===== config.mk =====
export PLATFORM = sky130hd
export DESIGN_NAME = pong_game_ctrl_flat
export DESIGN_NICKNAME = d
export VERILOG_FILES = /design/src/rtl/pong_game_ctrl_if.sv /design/src/rtl/pong_game_ctrl.sv /design/src/flat_wrapper.sv
export SDC_FILE = /design/constraint.sdc
export NUM_CORES = 1
export LEC_CHECK = 0
export BUFFER_PORTS_ARGS = -buffer_cell sky130_fd_sc_hd__buf_2
export CAP_MARGIN = 20
export CORE_MARGIN = 5
export CORE_UTILIZATION = 25
export CTS_BUF_LIST = sky130_fd_sc_hd__clkbuf_8
export DETAILED_ROUTE_END_ITERATION = 6
export PLACE_DENSITY = 0.39
export SLEW_MARGIN = 25
export SYNTH_ARGS = -nofsm -noshare
export SYNTH_HDL_FRONTEND = slang
export SYNTH_SLANG_ARGS = --single-unit
export TNS_END_PERCENT = 30

===== constraint.sdc =====
create_clock -name clk -period 4.6 [get_ports clk]
set_clock_uncertainty 0.2 [all_clocks]
set_input_delay 0.46 -clock clk [delete_from_list [all_inputs] [get_ports clk]]
set_output_delay 0.46 -clock clk [all_outputs]
set_load 0.03 [all_outputs]

===== src/rtl/pong_game_ctrl_if.sv =====
// Signal bundle between the pong match sequencer and its surroundings.
// master drives the inputs (buttons, vsync, miss flags); slave is the sequencer.
interface pong_game_ctrl_if #(
  parameter int SCORE_W = 4
);
  logic               i_start;
  logic               i_vsync;
  logic               i_p1_miss;
  logic               i_p2_miss;
  logic               o_frame_tick;
  logic               o_game_active;
  logic               o_ball_reset;
  logic               o_serve_dir;
  logic [SCORE_W-1:0] o_p1_score;
  logic [SCORE_W-1:0] o_p2_score;
  logic               o_game_over;
  logic               o_winner;
  logic [2:0]         o_state;

  modport master (
    output i_start, i_vsync, i_p1_miss, i_p2_miss,
    input  o_frame_tick, o_game_active, o_ball_reset, o_serve_dir,
           o_p1_score, o_p2_score, o_game_over, o_winner, o_state
  );

  modport slave (
    input  i_start, i_vsync, i_p1_miss, i_p2_miss,
    output o_frame_tick, o_game_active, o_ball_reset, o_serve_dir,
           o_p1_score, o_p2_score, o_game_over, o_winner, o_state
  );
endinterface


===== src/rtl/pong_game_ctrl.sv =====
// Pong match sequencer: game state, scores, serve timing and ball reset.
// Define PONG_AUTO_SERVE_EN to serve again right after a non-final point instead of waiting for start.
module pong_game_ctrl #(
  parameter int SCORE_LIMIT  = 9,
  parameter int SCORE_W      = 4,
  parameter int SERVE_FRAMES = 60,
  parameter int FRAME_CNT_W  = 7
) (
  input logic              clk,
  input logic              i_rst_n,
  pong_game_ctrl_if.slave  bus
);
  // state | meaning
  // IDLE  | no match, scores cleared, waiting for start
  // SERVE | ball held at centre for SERVE_FRAMES frame ticks
  // PLAY  | ball moving, watching miss flags
  // POINT | one cycle: credit the scorer, check for match end
  // WAIT  | between rallies, waiting for start
  // OVER  | match finished, scores frozen
  localparam logic [2:0] S_IDLE  = 3'd0;
  localparam logic [2:0] S_SERVE = 3'd1;
  localparam logic [2:0] S_PLAY  = 3'd2;
  localparam logic [2:0] S_POINT = 3'd3;
  localparam logic [2:0] S_WAIT  = 3'd4;
  localparam logic [2:0] S_OVER  = 3'd5;

  localparam logic [SCORE_W-1:0]     LIMIT    = SCORE_W'(SCORE_LIMIT);
  localparam logic [FRAME_CNT_W-1:0] CNT_LOAD = FRAME_CNT_W'(SERVE_FRAMES - 1);

  logic [2:0]             r_state;
  logic                   r_vsync_d;
  logic                   r_start_d;
  logic                   r_frame_tick;
  logic                   r_start_evt;
  logic                   r_serve_dir;
  logic                   r_winner;
  logic                   r_scorer;
  logic [FRAME_CNT_W-1:0] r_cnt;
  logic [SCORE_W-1:0]     r_p1_score;
  logic [SCORE_W-1:0]     r_p2_score;
  logic [SCORE_W-1:0]     w_cur_score;
  logic                   w_final;

  assign w_cur_score = r_scorer ? r_p2_score : r_p1_score;
  assign w_final     = (w_cur_score == LIMIT - 1'b1);

  always_ff @(posedge clk or negedge i_rst_n) begin
    if (!i_rst_n) begin
      r_vsync_d    <= 1'b0;
      r_start_d    <= 1'b0;
      r_frame_tick <= 1'b0;
      r_start_evt  <= 1'b0;
    end else begin
      r_vsync_d    <= bus.i_vsync;
      r_start_d    <= bus.i_start;
      r_frame_tick <= bus.i_vsync & ~r_vsync_d;
      r_start_evt  <= bus.i_start & ~r_start_d;
    end
  end

  always_ff @(posedge clk or negedge i_rst_n) begin
    if (!i_rst_n) begin
      r_state     <= S_IDLE;
      r_serve_dir <= 1'b0;
      r_winner    <= 1'b0;
      r_scorer    <= 1'b0;
      r_cnt       <= '0;
      r_p1_score  <= '0;
      r_p2_score  <= '0;
    end else begin
      case (r_state)
        S_IDLE: begin
          r_p1_score <= '0;
          r_p2_score <= '0;
          if (r_start_evt) begin
            r_state <= S_SERVE;
            r_cnt   <= CNT_LOAD;
          end
        end
        S_SERVE: begin
          if (r_frame_tick) begin
            if (r_cnt == '0) r_state <= S_PLAY;
            else             r_cnt   <= r_cnt - 1'b1;
          end
        end
        S_PLAY: begin
          // simultaneous misses are treated as a dead ball and replayed
          if (bus.i_p1_miss && bus.i_p2_miss) begin
            r_state <= S_SERVE;
            r_cnt   <= CNT_LOAD;
          end else if (bus.i_p1_miss) begin
            r_scorer    <= 1'b1;
            r_serve_dir <= 1'b0;
            r_state     <= S_POINT;
          end else if (bus.i_p2_miss) begin
            r_scorer    <= 1'b0;
            r_serve_dir <= 1'b1;
            r_state     <= S_POINT;
          end
        end
        S_POINT: begin
          if (w_cur_score < LIMIT) begin
            if (r_scorer) r_p2_score <= r_p2_score + 1'b1;
            else          r_p1_score <= r_p1_score + 1'b1;
          end
          if (w_final) begin
            r_winner <= r_scorer;
            r_state  <= S_OVER;
          end else begin
`ifdef PONG_AUTO_SERVE_EN
            r_state <= S_SERVE;
            r_cnt   <= CNT_LOAD;
`else
            r_state <= S_WAIT;
`endif
          end
        end
        S_WAIT: begin
          if (r_start_evt) begin
            r_state <= S_SERVE;
            r_cnt   <= CNT_LOAD;
          end
        end
        S_OVER: begin
          if (r_start_evt) begin
            r_state    <= S_IDLE;
            r_p1_score <= '0;
            r_p2_score <= '0;
          end
        end
        default: r_state <= S_IDLE;
      endcase
    end
  end

  assign bus.o_frame_tick  = r_frame_tick;
  assign bus.o_game_active = (r_state == S_PLAY);
  assign bus.o_ball_reset  = (r_state != S_PLAY);
  assign bus.o_game_over   = (r_state == S_OVER);
  assign bus.o_serve_dir   = r_serve_dir;
  assign bus.o_winner      = r_winner;
  assign bus.o_p1_score    = r_p1_score;
  assign bus.o_p2_score    = r_p2_score;
  assign bus.o_state       = r_state;
endmodule

===== src/flat_wrapper.sv =====
// flat-port wrapper written by rule: the top's interface ports become plain ports
module pong_game_ctrl_flat 
#(
  parameter int SCORE_LIMIT  = 9,
  parameter int SCORE_W      = 4,
  parameter int SERVE_FRAMES = 60,
  parameter int FRAME_CNT_W  = 7
)
  (clk, i_rst_n, bus_i_start, bus_i_vsync, bus_i_p1_miss, bus_i_p2_miss, bus_o_frame_tick, bus_o_game_active, bus_o_ball_reset, bus_o_serve_dir, bus_o_p1_score, bus_o_p2_score, bus_o_game_over, bus_o_winner, bus_o_state);
  pong_game_ctrl_if #(.SCORE_W(SCORE_W)) bus_i ();
  input logic clk;
  input logic i_rst_n;
  input wire logic [$bits(bus_i.i_start)-1:0] bus_i_start;
  input wire logic [$bits(bus_i.i_vsync)-1:0] bus_i_vsync;
  input wire logic [$bits(bus_i.i_p1_miss)-1:0] bus_i_p1_miss;
  input wire logic [$bits(bus_i.i_p2_miss)-1:0] bus_i_p2_miss;
  output wire logic [$bits(bus_i.o_frame_tick)-1:0] bus_o_frame_tick;
  output wire logic [$bits(bus_i.o_game_active)-1:0] bus_o_game_active;
  output wire logic [$bits(bus_i.o_ball_reset)-1:0] bus_o_ball_reset;
  output wire logic [$bits(bus_i.o_serve_dir)-1:0] bus_o_serve_dir;
  output wire logic [$bits(bus_i.o_p1_score)-1:0] bus_o_p1_score;
  output wire logic [$bits(bus_i.o_p2_score)-1:0] bus_o_p2_score;
  output wire logic [$bits(bus_i.o_game_over)-1:0] bus_o_game_over;
  output wire logic [$bits(bus_i.o_winner)-1:0] bus_o_winner;
  output wire logic [$bits(bus_i.o_state)-1:0] bus_o_state;
  assign bus_i.i_start = bus_i_start;
  assign bus_i.i_vsync = bus_i_vsync;
  assign bus_i.i_p1_miss = bus_i_p1_miss;
  assign bus_i.i_p2_miss = bus_i_p2_miss;
  assign bus_o_frame_tick = bus_i.o_frame_tick;
  assign bus_o_game_active = bus_i.o_game_active;
  assign bus_o_ball_reset = bus_i.o_ball_reset;
  assign bus_o_serve_dir = bus_i.o_serve_dir;
  assign bus_o_p1_score = bus_i.o_p1_score;
  assign bus_o_p2_score = bus_i.o_p2_score;
  assign bus_o_game_over = bus_i.o_game_over;
  assign bus_o_winner = bus_i.o_winner;
  assign bus_o_state = bus_i.o_state;
  pong_game_ctrl #(.SCORE_LIMIT(SCORE_LIMIT), .SCORE_W(SCORE_W), .SERVE_FRAMES(SERVE_FRAMES), .FRAME_CNT_W(FRAME_CNT_W)) u_core (.clk(clk), .i_rst_n(i_rst_n), .bus(bus_i));
endmodule

==> flow_metrics.env <==
export IMPL_slew_viol_final=0
export IMPL_grt_max_degree=26
export IMPL_grt_overflow=0
export IMPL_diodes=0
export IMPL_clockRootBuffer="clkbuf_8"
export IMPL_core_um2=5820
export IMPL_synth_commonest_cells="25 x dfrtp_1, 11 x a21oi_1, 9 x nand2_1"
export IMPL_layout_drive_gt1_share_pct=22.3
export IMPL_post_route_drc_count=0
export IMPL_startpoint_type="flip-flop"
export IMPL_place_congestion=0.812
export IMPL_cts_sinks=25
export IMPL_rsz0062_at_grt="no"
export IMPL_netlist_area_um2=1480
export IMPL_antenna_found_initial=0
export IMPL_setup_viol=0
export IMPL_numPortBuffers=22
export IMPL_worst_pin_slew_ns=0.583
export IMPL_ctsResizeCount=0
export IMPL_hpwlAfterDp_um=2600
export IMPL_fin_crit_ns=2.33
export IMPL_rows=28
export IMPL_multiInputGateArea_um2=796
export IMPL_cts_tree="built"
export IMPL_ys_seq_area_share_pct=42.4
export IMPL_firstDrtPassIters=4
export IMPL_crit_start="u_core.bus.o_state[1]"
export IMPL_via_count=1241
export IMPL_worst_slew_margin_rel_pct=61.1
export IMPL_drtIter0Drc=139
export IMPL_ys_flop_type="dfrtp_1"
export IMPL_htree_levels=1
export IMPL_arrival_ns=1.67
export IMPL_p_per_area_nw_per_um2=481
export IMPL_register_area_um2=626
export IMPL_grtUsageTotal_pct=9.96
export IMPL_synth_area_leaders="dfrtp_1 42%, ha_1 4.2%, a21oi_1 3.7%"
export IMPL_die_w_um=86.9
export IMPL_reg2regPathDepth=3
export IMPL_reg2reg_slack_ns=2.35
export IMPL_path_class="flip-flop to primary output"
export IMPL_setup_tns_ns=0
export IMPL_cts_setup_buffers=0
export IMPL_ys_async_sr_fraction_pct=100
export IMPL_period_share_pct=50.7
export IMPL_cts_buffers=3
export IMPL_switchingPower_w=0.000354
export IMPL_rr_startpoint="u_core.r_scorer"
export IMPL_synth_top_cell_by_area="dfrtp_1"
export IMPL_p_seq_share_pct=41.3
export IMPL_max_freq_mhz=429
export IMPL_clk_latency_ns=0.27
export IMPL_critPathRequiredTime_ns=3.94
export IMPL_worstPathCellList="or3b_4 -> inv_2 -> buf_2"
export IMPL_p_sw_share_pct=43.0
export IMPL_comb_power_share_pct=42.8
export IMPL_status="complete, no violations"
export IMPL_yosys_warnings=0
export IMPL_grt_pass1_wl_um=6040
export IMPL_die_area_um2=7540
export IMPL_ant_nets=0
export IMPL_synth_distinct_cells=53
export IMPL_hold_violations=0
export IMPL_path_clk_slew_ns=0.09
export IMPL_power_internal_w=0.000469
export IMPL_cts_buffer_depth=2
export IMPL_vias_per_cell=5.15
export IMPL_routed_wl_um=3530
export IMPL_synth_fp_nets=155
export IMPL_syn_instance_count=144
export IMPL_drv_cap=0
export IMPL_final_core_util_pct=29.5
export IMPL_area_growth_syn_to_layout_pct=16.1
export IMPL_synth_edf_count=0
export IMPL_fin_nets=178
export IMPL_post_drt_wl_per_cell_um=14.6
export IMPL_chipHeight_um=86.9
export IMPL_synth_most_common_cell="dfrtp_1"
export IMPL_synth_top_area_share_pct=42.4
export IMPL_r2r_end="u_core.bus.o_winner"
export IMPL_p_leak_nw=0.785
export IMPL_cp_end_kind="primary output"
export IMPL_worst_path_max_fanout=19
export IMPL_syn_avg_cell_area_um2=10.3
export IMPL_vdd_ir_drop_max_v=0.000135
export IMPL_clockPowerShare_pct=15.9
export IMPL_fillCellCount=632
export IMPL_cp_slowest_cell="dfrtp_1"
export IMPL_io_pins=23
export IMPL_critPathCapture="bus_o_game_active"
export IMPL_ys_ff_latch=25
export IMPL_hp_class="input pin to flip-flop"
export IMPL_ctsHoldBuffers=1
export IMPL_slowest_delay_ns=0.68
export IMPL_start_util_pct=25.4
export IMPL_grt_pass1_vias=1194
==> how the worst min path moves through the flow <==
stage | startpoint | end | cells after the start
after floorplan | i_rst_n | u_core.bus.o_frame_tick | 0
after global placement | u_core.r_start_d | u_core.r_start_evt | 1
after detailed placement | u_core.r_start_d | u_core.r_start_evt | 1
after CTS | bus_i_start | u_core.r_start_d | 1
after global routing | bus_i_vsync | u_core.r_vsync_d | 1
final | bus_i_start | u_core.r_start_d | 1
==> cell families after synthesis <==
family,after synthesis,synth area share (%)
compound gates,44,23.5
xor+xnor,1,0.593
fa+ha+maj,5,4.24
buf+inv,14,3.73
flops,25,42.4
mux,6,4.49
simple gates,49,21.1
==> layout by cell type, fill, tap and decap left out, drive strengths merged, types with 5 or more instances in the layout <==
cell and count:
a31oi 7, nand3 5, buf 22, o21ai 5
nand2 10, mux2 5, inv 10, nor2 5
a21oi 11, dfrtp 25, nor3 5, ha 5
==> state kept, by name (all words and copies together) (netlist names), 3 cells and up <==
register and cells:
u_core.bus.o_p1_score 4, u_core.bus.o_p2_score 4, u_core.bus.o_state 3, u_core.r_cnt 7
==> power groups by stage <==
stage	registers [W]	clock network [W]	logic (W)
global placement	0.000345	0	0.000352
finish	0.000340	0.000131	0.000353
CTS	0.000339	0.000139	0.000354
detailed placement	0.000344	0	0.000353
global route	0.000353	0.000146	0.000392
floorplan	0.000340	0	0.000266
==> through the flow <==
step                instance area (um^2)  hold WS (ns)  power (W)  cells  worst slack (ns)
detailed placement                  1660         0.185   0.000697    236              2.37
floorplan                           1480       -0.0356   0.000606    144              2.53
global route                        1710        0.0979   0.000890    241              2.16
finish                              1710         0.104   0.000824    241              2.27
CTS                                 1710        0.0957   0.000833    241              2.24
global placement                    1660         0.185   0.000697    236              2.36
==> final cells by class <==
type / instances / share of cell area [%]
inverter: 9 / 1.97
timing repair buffer: 23 / 7.01
sequential: 25 / 36.5
multi-input combinational: 105 / 46.4
tap: 75 / 5.47
clock buffer: 3 / 2.41
clock inverter: 1 / 0.219
==> metal layers <==
| layer | track usage [%] | wire (um) |
|---|---|---|
| met1 | 13.9 | 1690 |
| met2 | 14.8 | 1560 |
| met3 | 2.74 | 235 |
| met4 | 3.12 | 38 |
| met5 | 0 | 0 |
==> worst max-delay path, delay by kind of cell, from the launching register on <==
kind | cells | cell delay, ns
buffers and inverters | 2 | 0.24
AND/OR/NAND/NOR | 1 | 0.47
flip-flops | 1 | 0.68
No activity file was read; power rests on OpenSTA's default activity.
